### src/rtl/accel_pkg.sv
// Shared types and defaults for the accelerometer boxcar filter.
package accel_pkg;

  localparam int ACCEL_DATA_W     = 10;
  localparam int ACCEL_LOG2_DEPTH = 3;

  typedef logic signed [ACCEL_DATA_W-1:0] accel_t;

  typedef enum logic [0:0] {
    FILL = 1'b0,
    RUN  = 1'b1
  } fill_state_e;

endpackage

### src/rtl/accel_axis_avg.sv
// One axis of the boxcar filter: circular history, running window sum and
// registered floor-mean output. Write pointer and accept strobe come from the top.
module accel_axis_avg #(
  parameter int DATA_W     = 10,
  parameter int LOG2_DEPTH = 3
) (
  input  logic                     i_clk,
  input  logic                     i_rst,
  input  logic                     i_clear,
  input  logic                     i_accept,
  input  logic [LOG2_DEPTH-1:0]    i_wr_ptr,
  input  logic signed [DATA_W-1:0] i_data,
  output logic signed [DATA_W-1:0] o_avg
);

  localparam int DEPTH = 1 << LOG2_DEPTH;
  localparam int SUM_W = DATA_W + LOG2_DEPTH;

  logic signed [DATA_W-1:0] hist_r [DEPTH];
  logic signed [SUM_W-1:0]  sum_r;
  logic signed [DATA_W-1:0] avg_r;

  logic signed [DATA_W-1:0] oldest_s;
  logic signed [SUM_W-1:0]  new_ext_s;
  logic signed [SUM_W-1:0]  old_ext_s;
  logic signed [SUM_W-1:0]  next_sum_s;
  logic signed [DATA_W-1:0] avg_next_s;

  // Window update: add the incoming sample, drop the one it overwrites.
  always_comb begin
    oldest_s   = hist_r[i_wr_ptr];
    new_ext_s  = {{LOG2_DEPTH{i_data[DATA_W-1]}}, i_data};
    old_ext_s  = {{LOG2_DEPTH{oldest_s[DATA_W-1]}}, oldest_s};
    next_sum_s = sum_r + new_ext_s - old_ext_s;
    // Dropping the low bits of a two's complement sum is an arithmetic
    // shift, i.e. floor toward -inf; the window sum always fits DATA_W after it.
    avg_next_s = next_sum_s[SUM_W-1:LOG2_DEPTH];
  end

  // History, sum and output registers; clear has priority over a new sample.
  always_ff @(posedge i_clk or posedge i_rst) begin
    if (i_rst) begin
      for (int i = 0; i < DEPTH; i++) begin
        hist_r[i] <= {DATA_W{1'b0}};
      end
      sum_r <= {SUM_W{1'b0}};
      avg_r <= {DATA_W{1'b0}};
    end else if (i_clear) begin
      for (int i = 0; i < DEPTH; i++) begin
        hist_r[i] <= {DATA_W{1'b0}};
      end
      sum_r <= {SUM_W{1'b0}};
      avg_r <= {DATA_W{1'b0}};
    end else if (i_accept) begin
      hist_r[i_wr_ptr] <= i_data;
      sum_r            <= next_sum_s;
      avg_r            <= avg_next_s;
    end else begin
      sum_r <= sum_r;
      avg_r <= avg_r;
    end
  end

  assign o_avg = avg_r;

endmodule

### src/rtl/accel_avg_filter.sv
// Three-axis moving-average filter for ADXL345 samples; shared write pointer,
// fill tracking and valid/primed flags live here, per-axis datapaths below.
module accel_avg_filter
  import accel_pkg::*;
#(
  parameter int DATA_W     = ACCEL_DATA_W,
  parameter int LOG2_DEPTH = ACCEL_LOG2_DEPTH
) (
  input  logic                     i_clk,
  input  logic                     i_rst,
  input  logic                     i_clear,
  input  logic signed [DATA_W-1:0] i_data_x,
  input  logic signed [DATA_W-1:0] i_data_y,
  input  logic signed [DATA_W-1:0] i_data_z,
  input  logic                     i_data_valid,
  output logic signed [DATA_W-1:0] o_avg_x,
  output logic signed [DATA_W-1:0] o_avg_y,
  output logic signed [DATA_W-1:0] o_avg_z,
  output logic                     o_avg_valid,
  output logic                     o_primed
);

  localparam int DEPTH = 1 << LOG2_DEPTH;
  localparam int CNT_W = LOG2_DEPTH + 1;

  logic                  accept_s;
  logic [LOG2_DEPTH-1:0] wr_ptr_r;
  logic [CNT_W-1:0]      fill_cnt_r;
  fill_state_e           state_r;
  fill_state_e           next_state_s;
  logic                  avg_valid_r;
  logic                  primed_r;

  assign accept_s = i_data_valid & ~i_clear;

  // Shared write pointer and saturating count of accepted samples.
  always_ff @(posedge i_clk or posedge i_rst) begin
    if (i_rst) begin
      wr_ptr_r   <= {LOG2_DEPTH{1'b0}};
      fill_cnt_r <= {CNT_W{1'b0}};
    end else if (i_clear) begin
      wr_ptr_r   <= {LOG2_DEPTH{1'b0}};
      fill_cnt_r <= {CNT_W{1'b0}};
    end else if (accept_s) begin
      wr_ptr_r <= wr_ptr_r + LOG2_DEPTH'(1);
      if (fill_cnt_r != CNT_W'(DEPTH)) begin
        fill_cnt_r <= fill_cnt_r + CNT_W'(1);
      end else begin
        fill_cnt_r <= fill_cnt_r;
      end
    end else begin
      wr_ptr_r   <= wr_ptr_r;
      fill_cnt_r <= fill_cnt_r;
    end
  end

  // Fill/run state register.
  always_ff @(posedge i_clk or posedge i_rst) begin
    if (i_rst) begin
      state_r <= FILL;
    end else begin
      state_r <= next_state_s;
    end
  end

  // Next state: leave FILL on the DEPTH-th accepted sample, return on clear.
  always_comb begin
    next_state_s = state_r;
    case (state_r)
      FILL: begin
        if (accept_s && (fill_cnt_r == CNT_W'(DEPTH - 1))) begin
          next_state_s = RUN;
        end else begin
          next_state_s = FILL;
        end
      end
      RUN: begin
        if (i_clear) begin
          next_state_s = FILL;
        end else begin
          next_state_s = RUN;
        end
      end
      default: next_state_s = FILL;
    endcase
  end

  // Output flags; primed tracks the next state so it rises with the DEPTH-th valid.
  always_ff @(posedge i_clk or posedge i_rst) begin
    if (i_rst) begin
      avg_valid_r <= 1'b0;
      primed_r    <= 1'b0;
    end else begin
      avg_valid_r <= accept_s;
      primed_r    <= (next_state_s == RUN);
    end
  end

  assign o_avg_valid = avg_valid_r;
  assign o_primed    = primed_r;

  accel_axis_avg #(.DATA_W(DATA_W), .LOG2_DEPTH(LOG2_DEPTH)) u_axis_x (
    .i_clk    (i_clk),
    .i_rst    (i_rst),
    .i_clear  (i_clear),
    .i_accept (accept_s),
    .i_wr_ptr (wr_ptr_r),
    .i_data   (i_data_x),
    .o_avg    (o_avg_x)
  );

  accel_axis_avg #(.DATA_W(DATA_W), .LOG2_DEPTH(LOG2_DEPTH)) u_axis_y (
    .i_clk    (i_clk),
    .i_rst    (i_rst),
    .i_clear  (i_clear),
    .i_accept (accept_s),
    .i_wr_ptr (wr_ptr_r),
    .i_data   (i_data_y),
    .o_avg    (o_avg_y)
  );

  accel_axis_avg #(.DATA_W(DATA_W), .LOG2_DEPTH(LOG2_DEPTH)) u_axis_z (
    .i_clk    (i_clk),
    .i_rst    (i_rst),
    .i_clear  (i_clear),
    .i_accept (accept_s),
    .i_wr_ptr (wr_ptr_r),
    .i_data   (i_data_z),
    .o_avg    (o_avg_z)
  );

endmodule

### config.mk
export PLATFORM = sky130hd
export DESIGN_NAME = accel_avg_filter
export DESIGN_NICKNAME = d
export VERILOG_FILES = /design/src/rtl/accel_pkg.sv /design/src/rtl/accel_axis_avg.sv /design/src/rtl/accel_avg_filter.sv
export SDC_FILE = /design/constraint.sdc
export NUM_CORES = 1
export LEC_CHECK = 0
export CORE_MARGIN = 3
export CORE_UTILIZATION = 30
export CTS_BUF_LIST = sky130_fd_sc_hd__clkbuf_4
export DETAILED_ROUTE_END_ITERATION = 8
export DONT_BUFFER_PORTS = 1
export PLACE_DENSITY = 0.45
export SLEW_MARGIN = 20
export SYNTH_ARGS = -nofsm -noshare
export SYNTH_HDL_FRONTEND = slang
export SYNTH_HIERARCHICAL = 1
export SYNTH_SLANG_ARGS = --single-unit
### constraint.sdc
create_clock -name i_clk -period 3.65 [get_ports i_clk]
set_input_delay 0.1825 -clock i_clk [delete_from_list [all_inputs] [get_ports i_clk]]
set_output_delay 0.1825 -clock i_clk [all_outputs]
set_load 0.005 [all_outputs]
# [Word-level counts from Yosys, hierarchy flattened]
# Index checks and enable logic that the tools add are counted.
[classes] add_sub_neg=8 n_lt_le_gt_ge=2 eq_ne=2 mux=40 bitwise_logic=4 reduce_logical=5
[ops] operator="two-way mux 80 bit" n=6
[ops] operator="bitwise mux 80 bit" n=3
[ops] operator="two-way mux 10 bit" n=13
[ops] operator="binary-select mux 10 bit (select 3 bit)" n=3
[ops] operator="two-way mux 13 bit" n=6
[ops] operator="adder 13 x 10 -> 13 bit" n=3
[ops] operator="subtractor 13 x 10 -> 13 bit" n=3
[ops] operator="demux 10 bit (select 3 bit)" n=1
[ops] operator="two-way mux 4 bit" n=3
[ops] operator="two-way mux 3 bit" n=2
[ops] operator="adder 4 x 1 -> 4 bit (second input constant)" n=1
[ops] operator="== test 4 x 3 -> 1 bit (second input constant)" n=1
[ops] operator=">= comparator 4 bit (second input constant)" n=1
[ops] operator="less-than comparator 4 x 1 -> 1 bit (second input constant)" n=1
[ops] operator="!= test 4 bit (second input constant)" n=1
[ops] operator="inverter 3 -> 4 bit" n=1
[ops] operator="nonzero test 2 bit" n=2
[ops] operator="adder 3 x 1 -> 3 bit (second input constant)" n=1
[ops] operator="logical AND 1 bit" n=2
[ops] operator="two-way mux 1 bit" n=2
[ops] operator="inverter 1 bit" n=2
[ops] operator="case mux 1 bit (2 select lines)" n=1
[ops] operator="AND reduction 2 bit" n=1
[ops] operator="bitwise AND 1 bit" n=1
[totals] register_bits=318 inputBits=34 wordCells=95

# [Depth between registers and ports, before layout]
[logic_depth] depth_word=8 ltp_mapped=18

# [By module]
# Netlist, hierarchy kept.
[modules_own_cells] mod="accel_axis_avg (u_axis_x)" n_inst=1 cells_per_inst=640 area_each_um2=5629.1 seq_area_each_um2=2327.2
[modules_own_cells] mod="accel_axis_avg (u_axis_z)" n_inst=1 cells_per_inst=632 area_each_um2=5532.8 seq_area_each_um2=2327.2
[modules_own_cells] mod="accel_axis_avg (u_axis_y)" n_inst=1 cells_per_inst=650 area_each_um2=5520.3 seq_area_each_um2=2327.2
[modules_own_cells] mod="accel_avg_filter" n_inst=1 cells_per_inst=43 area_each_um2=454.2 seq_area_each_um2=225.2

# [Worst setup path before layout]
# Ideal clock, no wire load.
[synth_timing] path_kind="reg2reg" from="register wr_ptr_r[0]" to="register u_axis_z.sum_r[11]" setup_ns=0.122 arrival_time_ns=3.380 path_slack_ns=0.148 stages_incl_launch_ff=12 synth_period_minus_slack_ns=3.502 cell_sequence="dfrtp_1 > buf_4 > mux4_2 > mux2_2 > fa_1 > inv_1 > ha_1 > a21o_1 > a21oi_4 > a211oi_2 > or3_1 > a32o_1"
[synth_between] elab_chain_cells=7
[synth_rtl] element="from (decl)" line_no="accel_avg_filter.sv:27" text="logic [LOG2_DEPTH-1:0] wr_ptr_r;"
[synth_rtl] element="from (signal assigned)" line_no="accel_avg_filter.sv:39" text="wr_ptr_r <= {LOG2_DEPTH{1'b0}};"
[synth_rtl] element="from (signal assigned)" line_no="accel_avg_filter.sv:42" text="wr_ptr_r <= {LOG2_DEPTH{1'b0}};"
[synth_rtl] element="from (signal assigned)" line_no="accel_avg_filter.sv:45" text="wr_ptr_r <= wr_ptr_r + LOG2_DEPTH'(1);"
[synth_rtl] element="inverter 3 -> 4 bit (implied by the code)" line_no="accel_axis_avg.sv:31" text="oldest_s = hist_r[i_wr_ptr];"
[synth_rtl] element="binary-select mux 10 bit (select 3 bit)" line_no="accel_axis_avg.sv:31"
[synth_rtl] element="two-way mux 10 bit (implied by the code) (2 in series)" line_no="accel_axis_avg.sv:31"
[synth_rtl] element="subtractor 13 x 10 -> 13 bit" line_no="accel_axis_avg.sv:34" text="next_sum_s = sum_r + new_ext_s - old_ext_s;"
[synth_rtl] element="two-way mux 13 bit" line_no="accel_axis_avg.sv:54" text="end else if (i_accept) begin"
[synth_rtl] element="two-way mux 13 bit" line_no="accel_axis_avg.sv:48" text="end else if (i_clear) begin"
[synth_rtl] element="to (signal assigned)" line_no="accel_axis_avg.sv:52" text="sum_r <= {SUM_W{1'b0}};"
[synth_rtl] element="to (signal assigned)" line_no="accel_axis_avg.sv:56" text="sum_r <= next_sum_s;"
[synth_rtl] element="to (signal assigned)" line_no="accel_axis_avg.sv:59" text="sum_r <= sum_r;"
[synth_rtl] element="to (decl)" line_no="accel_axis_avg.sv:20" text="logic signed [SUM_W-1:0] sum_r;"
# Every way passes these cells. The select of a mux whose other input is x is not followed.
# A chain may end at the register's enable or synchronous reset.

# [Worst setup path after layout]
[layout_timing] from="register wr_ptr_r[2]" to="register u_axis_y.sum_r[11]"
[layout_between] elab_chain_cells=7
[layout_rtl] element="inverter 3 -> 4 bit (implied by the code)" line_no="accel_axis_avg.sv:31"
[layout_rtl] element="binary-select mux 10 bit (select 3 bit)" line_no="accel_axis_avg.sv:31"
[layout_rtl] element="two-way mux 10 bit (implied by the code) (2 in series)" line_no="accel_axis_avg.sv:31"
[layout_rtl] element="subtractor 13 x 10 -> 13 bit" line_no="accel_axis_avg.sv:34"
[layout_rtl] element="two-way mux 13 bit" line_no="accel_axis_avg.sv:54"
[layout_rtl] element="two-way mux 13 bit" line_no="accel_axis_avg.sv:48"
[layout_rtl] element="to (signal assigned)" line_no="accel_axis_avg.sv:52"
[layout_rtl] element="to (signal assigned)" line_no="accel_axis_avg.sv:56"
[layout_rtl] element="to (signal assigned)" line_no="accel_axis_avg.sv:59"
[layout_rtl] element="to (decl)" line_no="accel_axis_avg.sv:20"
# Every way passes these cells. The select of a mux whose other input is x is not followed.

==> results_tabular.tex <==
\begin{tabular}{lr}
\hline
Metric & Value \\
\hline
\multicolumn{2}{l}{\textbf{Cells and area}} \\
\quad Final standard cell utilization of the core & 0.393 \\
\quad NumNets Final & 2360 \\
\quad Share of cells above drive strength 1 & 0.162 \\
\quad Cell area after layout & 0.0220 mm2 \\
\quad Layout overhead on the synthesized area & 28.2\% \\
\quad Sequential cell area in the final layout & 0.00722 mm2 \\
\quad Multi-input gate area in the final layout & 0.00882 mm2 \\
\quad Layout filler cell count & around 5700 \\
\multicolumn{2}{l}{\textbf{Worst setup path}} \\
\quad Slowest library cell on the worst path & sky130\_fd\_sc\_hd\_\_dfrtp\_4 \\
\quad Largest fanout on the critical path & 8 \\
\quad Reg2reg start & wr\_ptr\_r[2] \\
\quad Nature of the critical path endpoint & register \\
\quad Worst Path Class, Setup & reg -> reg \\
\quad Setup crit start kind & register \\
\quad Reg2Reg Setup Slack & 90 ps \\
\quad Critical Path Max Stage Delay & 530 ps \\
\quad WP data arrival & between 4000 and 5000 ps \\
\quad Reg-to-reg endpoint & u\_axis\_y/sum\_r[11] \\
\quad Number of cells traversed by the worst register-to-register path & 13 \\
\quad Required time worst endpoint & 4310 ps \\
\quad Sequence of cells on the critical path & buf\_12, and2\_2, a21oi\_2, nor2\_1, a221o\_1, fa\_1, inv\_1, ha\_1, a21o\_1, a21oi\_4, a211oi\_2, or3\_1, a32o\_1 \\
\multicolumn{2}{l}{\textbf{Clocking}} \\
\quad Num CTS Buffers & 90 \\
\quad Clock Pin Slew Worst Setup and Hold Paths & 60 ps \\
\quad Clock latency on the worst-skew pair & 840 ps \\
\quad Num Clock Sinks & 288 \\
\quad TritonCTS clock tree & done \\
\quad Maximum count of clock buffers along a single path & 3 \\
\quad Clock tree root driver cell & sky130\_fd\_sc\_hd\_\_clkbuf\_4 \\
\quad CTS H-Tree Depth & 3 \\
\multicolumn{2}{l}{\textbf{Global route}} \\
\quad Global-route usage over all layers & 0.192 \\
\quad Pin count of the biggest net entering global routing & 226 \\
\quad Highest-utilization routing layer at the global route stage & met2 \\
\quad Met2 track utilization from global routing & 0.314 \\
\quad First-pass GRT wire length & approximately 90000 um \\
\quad Remaining global-route overflow & 0 \\
\quad GR Util met1 & 0.250 \\
\quad Met3 global-route usage & 0.0454 \\
\quad Number of global-route vias before repair & 15989 \\
\quad Initial antenna violation count & 6 \\
\multicolumn{2}{l}{\textbf{Logic synthesis}} \\
\quad Share of the synthesized area in the top cell type & 0.421 \\
\quad Library cell occupying the most area in the post-synthesis netlist & sky130\_fd\_sc\_hd\_\_dfrtp\_1 \\
\quad Combined area of all synthesized cells & 0.0171 mm2 \\
\quad Dominant register cell in the synthesized netlist & sky130\_fd\_sc\_hd\_\_dfrtp\_1 \\
\quad Warning count from the yosys run & 6 \\
\quad Number of nets produced by synthesis & 2080 \\
\quad Proportion of synthesized chip area in sequential cells & 0.421 \\
\quad Post-synth ARST share & 1.00 \\
\quad Instance count of the mapped netlist & slightly below 2000 \\
\quad EDFF count, synth & 0 \\
\quad Top area cells in the synthesized netlist & sky130\_fd\_sc\_hd\_\_dfrtp\_1 42\%, sky130\_fd\_sc\_hd\_\_nand2\_1 12\%, sky130\_fd\_sc\_hd\_\_a21oi\_1 8.8\% \\
\quad Most used standard cell by instance count after synthesis & sky130\_fd\_sc\_hd\_\_nand2\_1 \\
\quad Number of register bits inferred by synthesis & 288 \\
\quad Synth unique cells & 71 \\
\quad Top cells by count, synth & 549 x sky130\_fd\_sc\_hd\_\_nand2\_1, 303 x sky130\_fd\_sc\_hd\_\_a21oi\_1, 288 x sky130\_fd\_sc\_hd\_\_dfrtp\_1 \\
\quad Mean instance size in the synthesized netlist & 8.72 um2 \\
\multicolumn{2}{l}{\textbf{Power}} \\
\quad Power density over the cells & 444 mW/mm2 \\
\quad Worst IR Drop VDD & 0.227 mV \\
\quad Static power due to leakage & 0.00978 uW \\
\multicolumn{2}{l}{\textbf{Worst hold path}} \\
\quad Terminating pin of the worst hold path & u\_axis\_x/sum\_r[3] \\
\quad Hold Crit Class & in -> reg \\
\quad Startpoint of the tightest hold check path & i\_data\_x[0] \\
\quad Cell depth of the worst min-delay path & 6 \\
\multicolumn{2}{l}{\textbf{Place}} \\
\quad Post-detail-place hpwl & roughly 34000 um \\
\quad Final weighted congestion in routability-driven placement & slightly below 0.8 \\
\quad Port bufs & 0 \\
\quad Placed instance area & 0.0180 mm2 \\
\quad Setup WS pre-CTS & -49.7 ps \\
\multicolumn{2}{l}{\textbf{STA}} \\
\quad Number of hold violations in the final report & 0 \\
\quad Headroom to the max-slew limit & 0.292 \\
\quad Slew at the pin with the worst max-slew slack & 1060 ps \\
\quad Crit path setup slack, layout & 93.1 ps \\
\quad Maximum clock skew at final layout & 82.8 ps \\
\quad Min cycle time layout & 3560 ps \\
\quad Final period utilization & 0.974 \\
\quad Slew Limit Fails & 0 \\
\quad Unrepaired setup endpoints after global routing & true \\
\quad Highest achievable clock rate & 0.281 GHz \\
\quad Final setup violating endpoints & 0 \\
\quad Hold slack final & 127 ps \\
\multicolumn{2}{l}{\textbf{Routing}} \\
\quad Via count & approximately 15000 \\
\quad Initial DRT Pass Iterations & 7 \\
\quad Wirelength, routed & 57700 um \\
\quad Detailed-route wire length per cell & about 19 um \\
\quad Vias per Instance & about 5.0 \\
\quad Drt initial violations & 986 \\
\quad Final ANT Viol Nets & 0 \\
\quad Total DRC errors in the routed layout & 0 \\
\multicolumn{2}{l}{\textbf{Floorplanning}} \\
\quad I/O pin count & 66 \\
\quad Die Ht & 245 um \\
\quad Die width & roughly 250 um \\
\quad Core Area & approximately 0.056 mm2 \\
\quad Num rows & between 80 and 90 \\
\quad Starting density of the core & 0.307 \\
\quad Area enclosed by the die boundary & 0.0600 mm2 \\
\multicolumn{2}{l}{\textbf{Run}} \\
\quad Reported max-cap violation count & 0 \\
\multicolumn{2}{l}{\textbf{Status}} \\
\quad Outcome & finished clean \\
\hline
\end{tabular}
-- logic make-up (layout without fill, tap and decap cells) --
logic type	after synthesis	count (layout)	share of synthesized area
and+or+nand+nor	767	767	0.195
AOI/OAI and AO/OA	429	429	0.145
DFF	288	288	0.421
buffers and inverters	287	624	0.0781
muxes	90	90	0.0739
adders and majority gates	81	81	0.0749
xor gates and xnor gates	23	23	0.0118
other	0	6	0
-- critical path: cells and delay by family (launching register included) --
family | cells | cell delay, ps
compound gates | 6 | 1260
buf+inv | 2 | 220
flops | 1 | 530
fa+ha+maj | 2 | 780
simple gates | 3 | 640
-- per-stage QoR --
| stage | std cells | total power, uW | setup TNS [ps] |
|---|---|---|---|
| finish | 3056 | 9750 | 0 |
| global route | 3054 | 10400 | -91.9 |
| CTS | 3041 | 9720 | 0 |
| detailed placement | 2654 | 6130 | -117 |
| global placement | 2654 | 6110 | 0 |
| floorplan | 1965 | 5510 | 0 |
-- sequential cells by signal (all words and copies together) (netlist names) --
signal           count
u_axis_x/hist_r     80
o_primed             1
u_axis_y/sum_r      13
o_avg_valid          1
u_axis_z/hist_r     80
u_axis_x/sum_r      13
fill_cnt_r           4
wr_ptr_r             3
u_axis_z/sum_r      13
u_axis_y/hist_r     80
-- layout by cell type, fill, tap and decap left out, types with 6 or more instances in the layout --
cell type                       Yosys  routed
sky130_fd_sc_hd__xor2_1             7       7
sky130_fd_sc_hd__nor2b_1           18      15
sky130_fd_sc_hd__nor2_1            73      72
sky130_fd_sc_hd__o21ai_0           28      24
sky130_fd_sc_hd__dlygate4sd3_1      0     234
sky130_fd_sc_hd__a21oi_2            4      13
sky130_fd_sc_hd__xnor2_1           16      16
sky130_fd_sc_hd__mux2i_1           47      45
sky130_fd_sc_hd__a221o_1            6       6
sky130_fd_sc_hd__nor2_4             6       6
sky130_fd_sc_hd__dfrtp_1          288     285
sky130_fd_sc_hd__a221oi_1          11       6
sky130_fd_sc_hd__buf_4             38      78
sky130_fd_sc_hd__clkbuf_4           0     139
sky130_fd_sc_hd__nand4_1           16      16
sky130_fd_sc_hd__nand2_1          549     548
sky130_fd_sc_hd__nor2_2            10      11
sky130_fd_sc_hd__nand2b_1          22      21
sky130_fd_sc_hd__a22o_1             6       6
sky130_fd_sc_hd__nand3b_1           6       6
sky130_fd_sc_hd__a21oi_1          303     292
sky130_fd_sc_hd__mux2_2            12      12
sky130_fd_sc_hd__a211oi_1           9       6
sky130_fd_sc_hd__mux4_2            27      27
sky130_fd_sc_hd__buf_12             0       9
sky130_fd_sc_hd__fa_1              36      34
sky130_fd_sc_hd__a21o_1             9       9
sky130_fd_sc_hd__diode_2            0       6
sky130_fd_sc_hd__clkinv_1           0       6
sky130_fd_sc_hd__ha_1              45      37
sky130_fd_sc_hd__a211o_1            6       6
sky130_fd_sc_hd__nand3_1           26      26
sky130_fd_sc_hd__inv_1            144     141
-- where the power goes --
part / switching [uW] / total, uW / internal, uW
combinational: 1680 / 2980 / 1300
sequential: 161 / 3490 / 3330
clock: 1500 / 3270 / 1770
total: 3350 / 9750 / 6400
-- layout make-up --
cell class                      instances  area share
Clock inverter                         10     0.00313
Multi-Input combinational cell       1390       0.402
Timing Repair Buffer                  330       0.150
Antenna cell                            6    0.000684
Sequential cell                       288       0.329
Tap cell                              748      0.0426
Clock buffer                          139      0.0475
Inverter                              145      0.0252
-- how the worst max path moves through the flow --
stage / to / start
after floorplan: u_axis_z/sum_r[11] / wr_ptr_r[0]
after global placement: u_axis_x/sum_r[10] / wr_ptr_r[0]
after detailed placement: u_axis_y/sum_r[8] / wr_ptr_r[1]
after CTS: u_axis_y/sum_r[11] / wr_ptr_r[2]
after global routing: u_axis_y/sum_r[12] / wr_ptr_r[2]
final: u_axis_y/sum_r[11] / wr_ptr_r[2]
-- metal layers --
metal	vias up	share of wire	routed length [um]
met2	382	0.47	27200
li1	7145	-	-
met3	123	0.057	3310
met5	-	0.00068	39
met1	7478	0.44	25400
met4	6	0.030	1730
-- what timing repair did --
item,in CTS,in global routing
setup buffers,2,6
hold endpoints to repair,505,0
hold buffers,236,0
gates cloned,0,3
resized for setup,3,54
pin swaps,1,19
endpoints found under the setup margin,4,19
Note: power is estimated with default switching activity, not from simulation.
